<file path="src/rtl/ov7670_cfg_pkg.sv">
// ov7670_cfg_pkg
// Shared definitions for the OV7670 register-table configuration sequencer:
// sequencer state encoding, table marker words and ROM address width.
// Optional feature macro: OV7670_CFG_RETRY_EN (adds the ERROR state).
package ov7670_cfg_pkg;

    localparam int          ADDR_W     = 8;
    localparam logic [15:0] END_MARK   = 16'hFFFF;
    localparam logic [15:0] DELAY_MARK = 16'hFFF0;

    typedef enum logic [2:0] {
        S_IDLE,
        S_FETCH,
        S_DECODE,
        S_WRITE,
        S_WAIT_WR,
        S_DELAY,
`ifdef OV7670_CFG_RETRY_EN
        S_DONE,
        S_ERROR
`else
        S_DONE
`endif
    } cfg_state_t;

endpackage

</file>
<file path="src/rtl/cfg_delay_timer.sv">
// cfg_delay_timer
// Down-counter used for table delay entries.
// Ports:
//   clk    - rising-edge clock
//   rst_n  - asynchronous active-low reset (counter cleared)
//   load   - load the counter with CYCLES
//   expire - high during the last cycle of a CYCLES-long interval
// CYCLES must be at least 1.
module cfg_delay_timer #(
    parameter int CYCLES = 250000
) (
    input  logic clk,
    input  logic rst_n,
    input  logic load,
    output logic expire
);
    localparam int CNT_W = $clog2(CYCLES + 1);

    logic [CNT_W-1:0] cnt;

    always_ff @(posedge clk or negedge rst_n) begin
        if (!rst_n) begin
            cnt <= '0;
        end else if (load) begin
            cnt <= CNT_W'(CYCLES);
        end else if (cnt != '0) begin
            cnt <= cnt - CNT_W'(1);
        end
    end

    // Counter holds CYCLES in the first interval cycle, so reaching 1 marks
    // the final cycle; the caller leaves its wait state on that edge.
    assign expire = (cnt == CNT_W'(1));

endmodule

</file>
<file path="src/rtl/ov7670_config_seq.sv">
// ov7670_config_seq
// Walks a registered register-table ROM and issues SCCB writes for each
// {reg, value} entry. 16'hFFF0 inserts a DELAY_CYCLES pause, 16'hFFFF ends
// the pass. The table never wraps past address 255.
// Optional feature macro: OV7670_CFG_RETRY_EN -- on NACK the same write is
// repeated up to MAX_RETRY extra times, then the sequencer stops in ERROR.
// Ports:
//   clk, rst_n           - clock, asynchronous active-low reset
//   start                - pulse, begins a pass from IDLE/DONE/ERROR
//   rom_addr, rom_dout   - ROM address out, ROM word in (1 clk latency)
//   cmd_valid/ready      - SCCB write request handshake
//   cmd_reg, cmd_data    - register address / value of the request
//   wr_done, wr_nack     - write completion pulse and NACK status
//   busy, done, error    - status levels
module ov7670_config_seq
    import ov7670_cfg_pkg::*;
#(
    parameter int DELAY_CYCLES = 250000,
    parameter int MAX_RETRY    = 3
) (
    input  logic              clk,
    input  logic              rst_n,
    input  logic              start,
    output logic [ADDR_W-1:0] rom_addr,
    input  logic [15:0]       rom_dout,
    output logic              cmd_valid,
    input  logic              cmd_ready,
    output logic [7:0]        cmd_reg,
    output logic [7:0]        cmd_data,
    input  logic              wr_done,
    input  logic              wr_nack,
    output logic              busy,
    output logic              done,
    output logic              error
);
    cfg_state_t        state, state_nxt;
    logic [ADDR_W-1:0] addr_nxt;
    logic [7:0]        reg_nxt, data_nxt;
    logic              fetch_q, fetch_nxt;
    logic              timer_load, timer_expire;
    logic              adv;

`ifdef OV7670_CFG_RETRY_EN
    localparam int RW = (MAX_RETRY < 1) ? 1 : $clog2(MAX_RETRY + 1);
    logic [RW-1:0] retry_q, retry_nxt;
`else
    localparam int UNUSED_MAX_RETRY = MAX_RETRY;
    logic unused_nack;
    assign unused_nack = wr_nack;
`endif

    cfg_delay_timer #(
        .CYCLES (DELAY_CYCLES)
    ) u_delay (
        .clk    (clk),
        .rst_n  (rst_n),
        .load   (timer_load),
        .expire (timer_expire)
    );

    always_ff @(posedge clk or negedge rst_n) begin
        if (!rst_n) begin
            state    <= S_IDLE;
            rom_addr <= '0;
            cmd_reg  <= '0;
            cmd_data <= '0;
            fetch_q  <= 1'b0;
`ifdef OV7670_CFG_RETRY_EN
            retry_q  <= '0;
`endif
        end else begin
            state    <= state_nxt;
            rom_addr <= addr_nxt;
            cmd_reg  <= reg_nxt;
            cmd_data <= data_nxt;
            fetch_q  <= fetch_nxt;
`ifdef OV7670_CFG_RETRY_EN
            retry_q  <= retry_nxt;
`endif
        end
    end

    always_comb begin
        state_nxt  = state;
        addr_nxt   = rom_addr;
        reg_nxt    = cmd_reg;
        data_nxt   = cmd_data;
        fetch_nxt  = 1'b0;
        timer_load = 1'b0;
        adv        = 1'b0;
`ifdef OV7670_CFG_RETRY_EN
        retry_nxt  = retry_q;
`endif
        case (state)
            S_IDLE, S_DONE: begin
                if (start) begin
                    addr_nxt  = '0;
                    state_nxt = S_FETCH;
                end
            end
`ifdef OV7670_CFG_RETRY_EN
            S_ERROR: begin
                if (start) begin
                    addr_nxt  = '0;
                    retry_nxt = '0;
                    state_nxt = S_FETCH;
                end
            end
`endif
            // First FETCH cycle presents the address, second lets the ROM
            // register its output.
            S_FETCH: begin
                if (fetch_q) begin
                    state_nxt = S_DECODE;
                end else begin
                    fetch_nxt = 1'b1;
                end
            end
            S_DECODE: begin
                if (rom_dout == END_MARK) begin
                    state_nxt = S_DONE;
                end else if (rom_dout == DELAY_MARK) begin
                    timer_load = 1'b1;
                    state_nxt  = S_DELAY;
                end else begin
                    reg_nxt   = rom_dout[15:8];
                    data_nxt  = rom_dout[7:0];
                    state_nxt = S_WRITE;
                end
            end
            S_WRITE: begin
                if (cmd_ready) begin
                    state_nxt = S_WAIT_WR;
                end
            end
            S_WAIT_WR: begin
                if (wr_done) begin
`ifdef OV7670_CFG_RETRY_EN
                    if (wr_nack) begin
                        if (retry_q == RW'(MAX_RETRY)) begin
                            state_nxt = S_ERROR;
                        end else begin
                            retry_nxt = retry_q + RW'(1);
                            state_nxt = S_WRITE;
                        end
                    end else begin
                        adv = 1'b1;
                    end
`else
                    adv = 1'b1;
`endif
                end
            end
            S_DELAY: begin
                if (timer_expire) begin
                    adv = 1'b1;
                end
            end
            default: state_nxt = S_IDLE;
        endcase

        // Entry advance; the last table slot ends the pass instead of wrapping.
        if (adv) begin
`ifdef OV7670_CFG_RETRY_EN
            retry_nxt = '0;
`endif
            if (rom_addr == {ADDR_W{1'b1}}) begin
                state_nxt = S_DONE;
            end else begin
                addr_nxt  = rom_addr + ADDR_W'(1);
                state_nxt = S_FETCH;
            end
        end
    end

    assign cmd_valid = (state == S_WRITE);
    assign done      = (state == S_DONE);
`ifdef OV7670_CFG_RETRY_EN
    assign error     = (state == S_ERROR);
    assign busy      = !((state == S_IDLE) || (state == S_DONE) || (state == S_ERROR));
`else
    assign error     = 1'b0;
    assign busy      = !((state == S_IDLE) || (state == S_DONE));
`endif

endmodule

</file>
<file path="config.mk">
export PLATFORM = sky130hd
export DESIGN_NAME = ov7670_config_seq
export DESIGN_NICKNAME = d
export VERILOG_FILES = /design/src/rtl/ov7670_cfg_pkg.sv /design/src/rtl/cfg_delay_timer.sv /design/src/rtl/ov7670_config_seq.sv
export SDC_FILE = /design/constraint.sdc
export NUM_CORES = 1
export LEC_CHECK = 0
export CAP_MARGIN = 20
export CORE_MARGIN = 2
export CORE_UTILIZATION = 50
export CTS_CLUSTER_DIAMETER = 50
export DETAILED_ROUTE_END_ITERATION = 8
export PLACE_DENSITY = 0.78
export SYNTH_ARGS = -nofsm -noshare
export SYNTH_HDL_FRONTEND = slang
export SYNTH_SLANG_ARGS = --single-unit
</file>
<file path="constraint.sdc">
create_clock -name clk -period 2.05 [get_ports clk]
set_input_delay 0.5125 -clock clk [delete_from_list [all_inputs] [get_ports clk]]
set_output_delay 0.5125 -clock clk [all_outputs]
set_load 0.03 [all_outputs]
</file>
==> metrics.txt <==
Layout Nets=335; max reg flops=18; Crit Path Class=flip-flop to output pin; final clock skew=0.00798 ns; first-pass GRT wire length=around 10000 um; Min Clock Period, post-route=approximately 2 ns; Main synth FF type=dfrtp_1; sequential area share after synthesis=0.469; Crit path buffers/inverters=1; Post-synth EDFFs=0; crit share post-route=0.969; CTS tree=yes; residual DRC count=0; post-DR wirelength/cell=15.0 um; IO Pins=50; crit path capture type=output pin; Die W=between 70 and 80 um; fraction of layout cells with a size suffix above 1=0.284; gr ovfl total=0; # hold bufs at CTS=0; Biggest register=u_delay.cnt; DRT Pass-1 Iters=4; Startpoint Class=flip-flop; Initial Util=0.520; area grow syn2layout=36.1%; status=finished clean; Die ar.=0.00549 sq mm; Static Leak=around 0.0014 uW; antenna violations before repair=0; DRT antenna net count=0; H-tree lvl count=2; clock slew at the register clock pins of the worst setup and hold paths=0.09 ns; overall power=3300 uW; height of the die=around 74 um; routed wire length=5650 um; Yosys reg bits=46; top achievable clock speed=slightly above 500 MHz; placed wire-length estimate=between 4000 and 5000 um; # rows=25; Layout Cells excl Fill=approximately 380; clk sinks=between 40 and 50; largest delay contributor family on the critical path=buffers and inverters; Max-Slew Margin vs Limit=0.608; crit-path max FO=6; yosys warns=0; synthesized area=between 0.002 and 0.0025 sq mm; Mean Syn Cell Area=10.9 sq um; GRT Util Overall=0.234; CTS Root Buffer Type=clkbuf_8; CP peak stage delay=between 0.7 and 0.8 ns; FFs w/ async S/R, synth=1.00; final count of pins violating max slew=0; largest net degree at the start of global routing=47; vias in the first global route=2,108; Hold Path Class=primary input to async pin; RSZ-0062 raised after global routing=no; Core Area=between 0.004 and 0.005 sq mm; worst path arrival time=~1.5 ns; worst skew pair latency=around 0.30 ns; fill cell count=348; Placed Cells=between 300 and 400; vias per inst=approximately 5.5; Initial DRC Count=111; MaxCap Viol Count=0; Post-Syn Instances=approximately 230; Clock Path Buffers=2; VDD IR-drop max=just under 0.001 V; post-synthesis cell type count=54; detailed-route via count=2,069; PD cells=989 mW/mm^2; diodes inserted=0; Buffers on Ports=47; GPL Wtd Cong=~0.84; final hold vios=0; slowest CP cell=clkdlybuf4s50_1; Net Count, Synth=roughly 250; crit-path cells=clkdlybuf4s50_1; Tightest Pin Transition=a little under 0.6 ns; Final Setup Violations=0; TritonCTS Buffers=5; WP data required=between 1.5 and 2 ns
-- power by group --
part	internal (uW)	leakage [uW]	switching, uW	total, uW
Combinational	696	0.000784	788	1480
Clock	240	0.0000441	322	562
Sequential	1120	0.000538	137	1260
Total	2060	0.00137	1250	3300
-- cell type report --
class | instances | area [sq um] | share of cell area
clock buffer | 5 | 68.8 | 0.0206
clock inverter | 3 | 21.3 | 0.00637
inverter | 4 | 15.0 | 0.00449
multi-input combinational | 170 | 1270 | 0.380
sequential | 46 | 1150 | 0.345
tap | 67 | 83.8 | 0.0251
timing repair buffer | 82 | 731 | 0.219
-- synth_stat cells, drive strengths merged (4+ instances only) --
cell,count,area share
a21oi,10,0.022
and2,4,0.010
and3,5,0.015
buf,4,0.012
dfrtp,46,0.47
ha,4,0.020
inv,4,0.0061
mux2,18,0.083
nand2,11,0.017
nand3,11,0.022
nand4,8,0.023
nor2,22,0.035
nor3,12,0.031
nor4,7,0.035
o21ai,6,0.012
or3,4,0.010
xnor2,6,0.021
xor2,7,0.025
-- cell usage in the layout, fill, tap and decap left out, drive strengths merged, types with 2 or more instances in the layout --
cell type and n:
dfrtp 46, clkdlybuf4s50 43, buf 38, nor2 22
mux2 18, nor3 12, nand3 11, nand2 11
a21oi 10, nand4 8, xor2 7, nor4 7
o21ai 6, xnor2 6, clkbuf 6, and3 5
inv 4, and2 4, or3 4, ha 4
nand2b 3, mux2i 3, o31ai 3, a211oi 3
nor2b 3, a22o 2, and4b 2, clkinv 2
-- logic make-up (layout without fill, tap and decap cells) --
| kind of cell | Yosys count | in the layout | share of synthesized area |
|---|---|---|---|
| compound gates | 33 | 33 | 0.0999 |
| flops | 46 | 46 | 0.469 |
| simple gates | 98 | 98 | 0.247 |
| fa+ha+maj | 4 | 4 | 0.0204 |
| buf+inv | 10 | 94 | 0.0209 |
| other cells | 1 | 1 | 0.00153 |
| mux | 21 | 21 | 0.0948 |
| xor+xnor | 13 | 13 | 0.0464 |
-- per-layer routing --
| metal | up-vias | global-route usage | share of wire |
|---|---|---|---|
| li1 | 999 | - | - |
| met1 | 1018 | 0.297 | 0.44 |
| met2 | 44 | 0.403 | 0.51 |
| met3 | 8 | 0.0407 | 0.032 |
| met4 | 0 | 0.0869 | 0.017 |
| met5 | - | 0 | 0 |
-- what timing repair did --
item	CTS	global route
endpoints found under the setup margin	17	24
pin swaps	0	1
resized for setup	2	4
setup buffers	0	1
-- worst paths after layout --
path	startpoint	slack [ns]	end	cells after the start
setup / recovery	rom_addr[2]$_DFF_PN0_	0.06	rom_addr[2]	1
hold / removal	rst_n	0.29	cmd_data[1]$_DFFE_PN0P_	2
setup reg to reg	u_delay.cnt[8]$_DFFE_PN0P_	0.18	rom_addr[5]$_DFF_PN0_	6
hold reg to reg	fetch_q$_DFF_PN0_	0.47	fetch_q$_DFF_PN0_	1
max in group asynchronous	rst_n	1.35	u_delay.cnt[1]$_DFFE_PN0P_	2
min in group clk	fetch_q$_DFF_PN0_	0.47	fetch_q$_DFF_PN0_	1
-- through the flow --
| stage | TNS [ns] | util | area [sq um] | worst slack (ns) | hold slack [ns] |
|---|---|---|---|---|---|
| 2_1_floorplan | 0 | - | 2450 | 0.108 | 0.217 |
| 3_3_place_gp | -7.97 | 0.681 | 3220 | -0.436 | 0.458 |
| 3_5_place_dp | -9.43 | 0.681 | 3220 | -0.513 | 0.462 |
| 4_1_cts | 0 | 0.702 | 3310 | 0.0121 | 0.313 |
| 5_1_grt | 0 | 0.707 | 3340 | 0.00456 | 0.357 |
| 6_report | 0 | 0.707 | 3340 | 0.0639 | 0.287 |
Power figures use the tool's default switching activity.
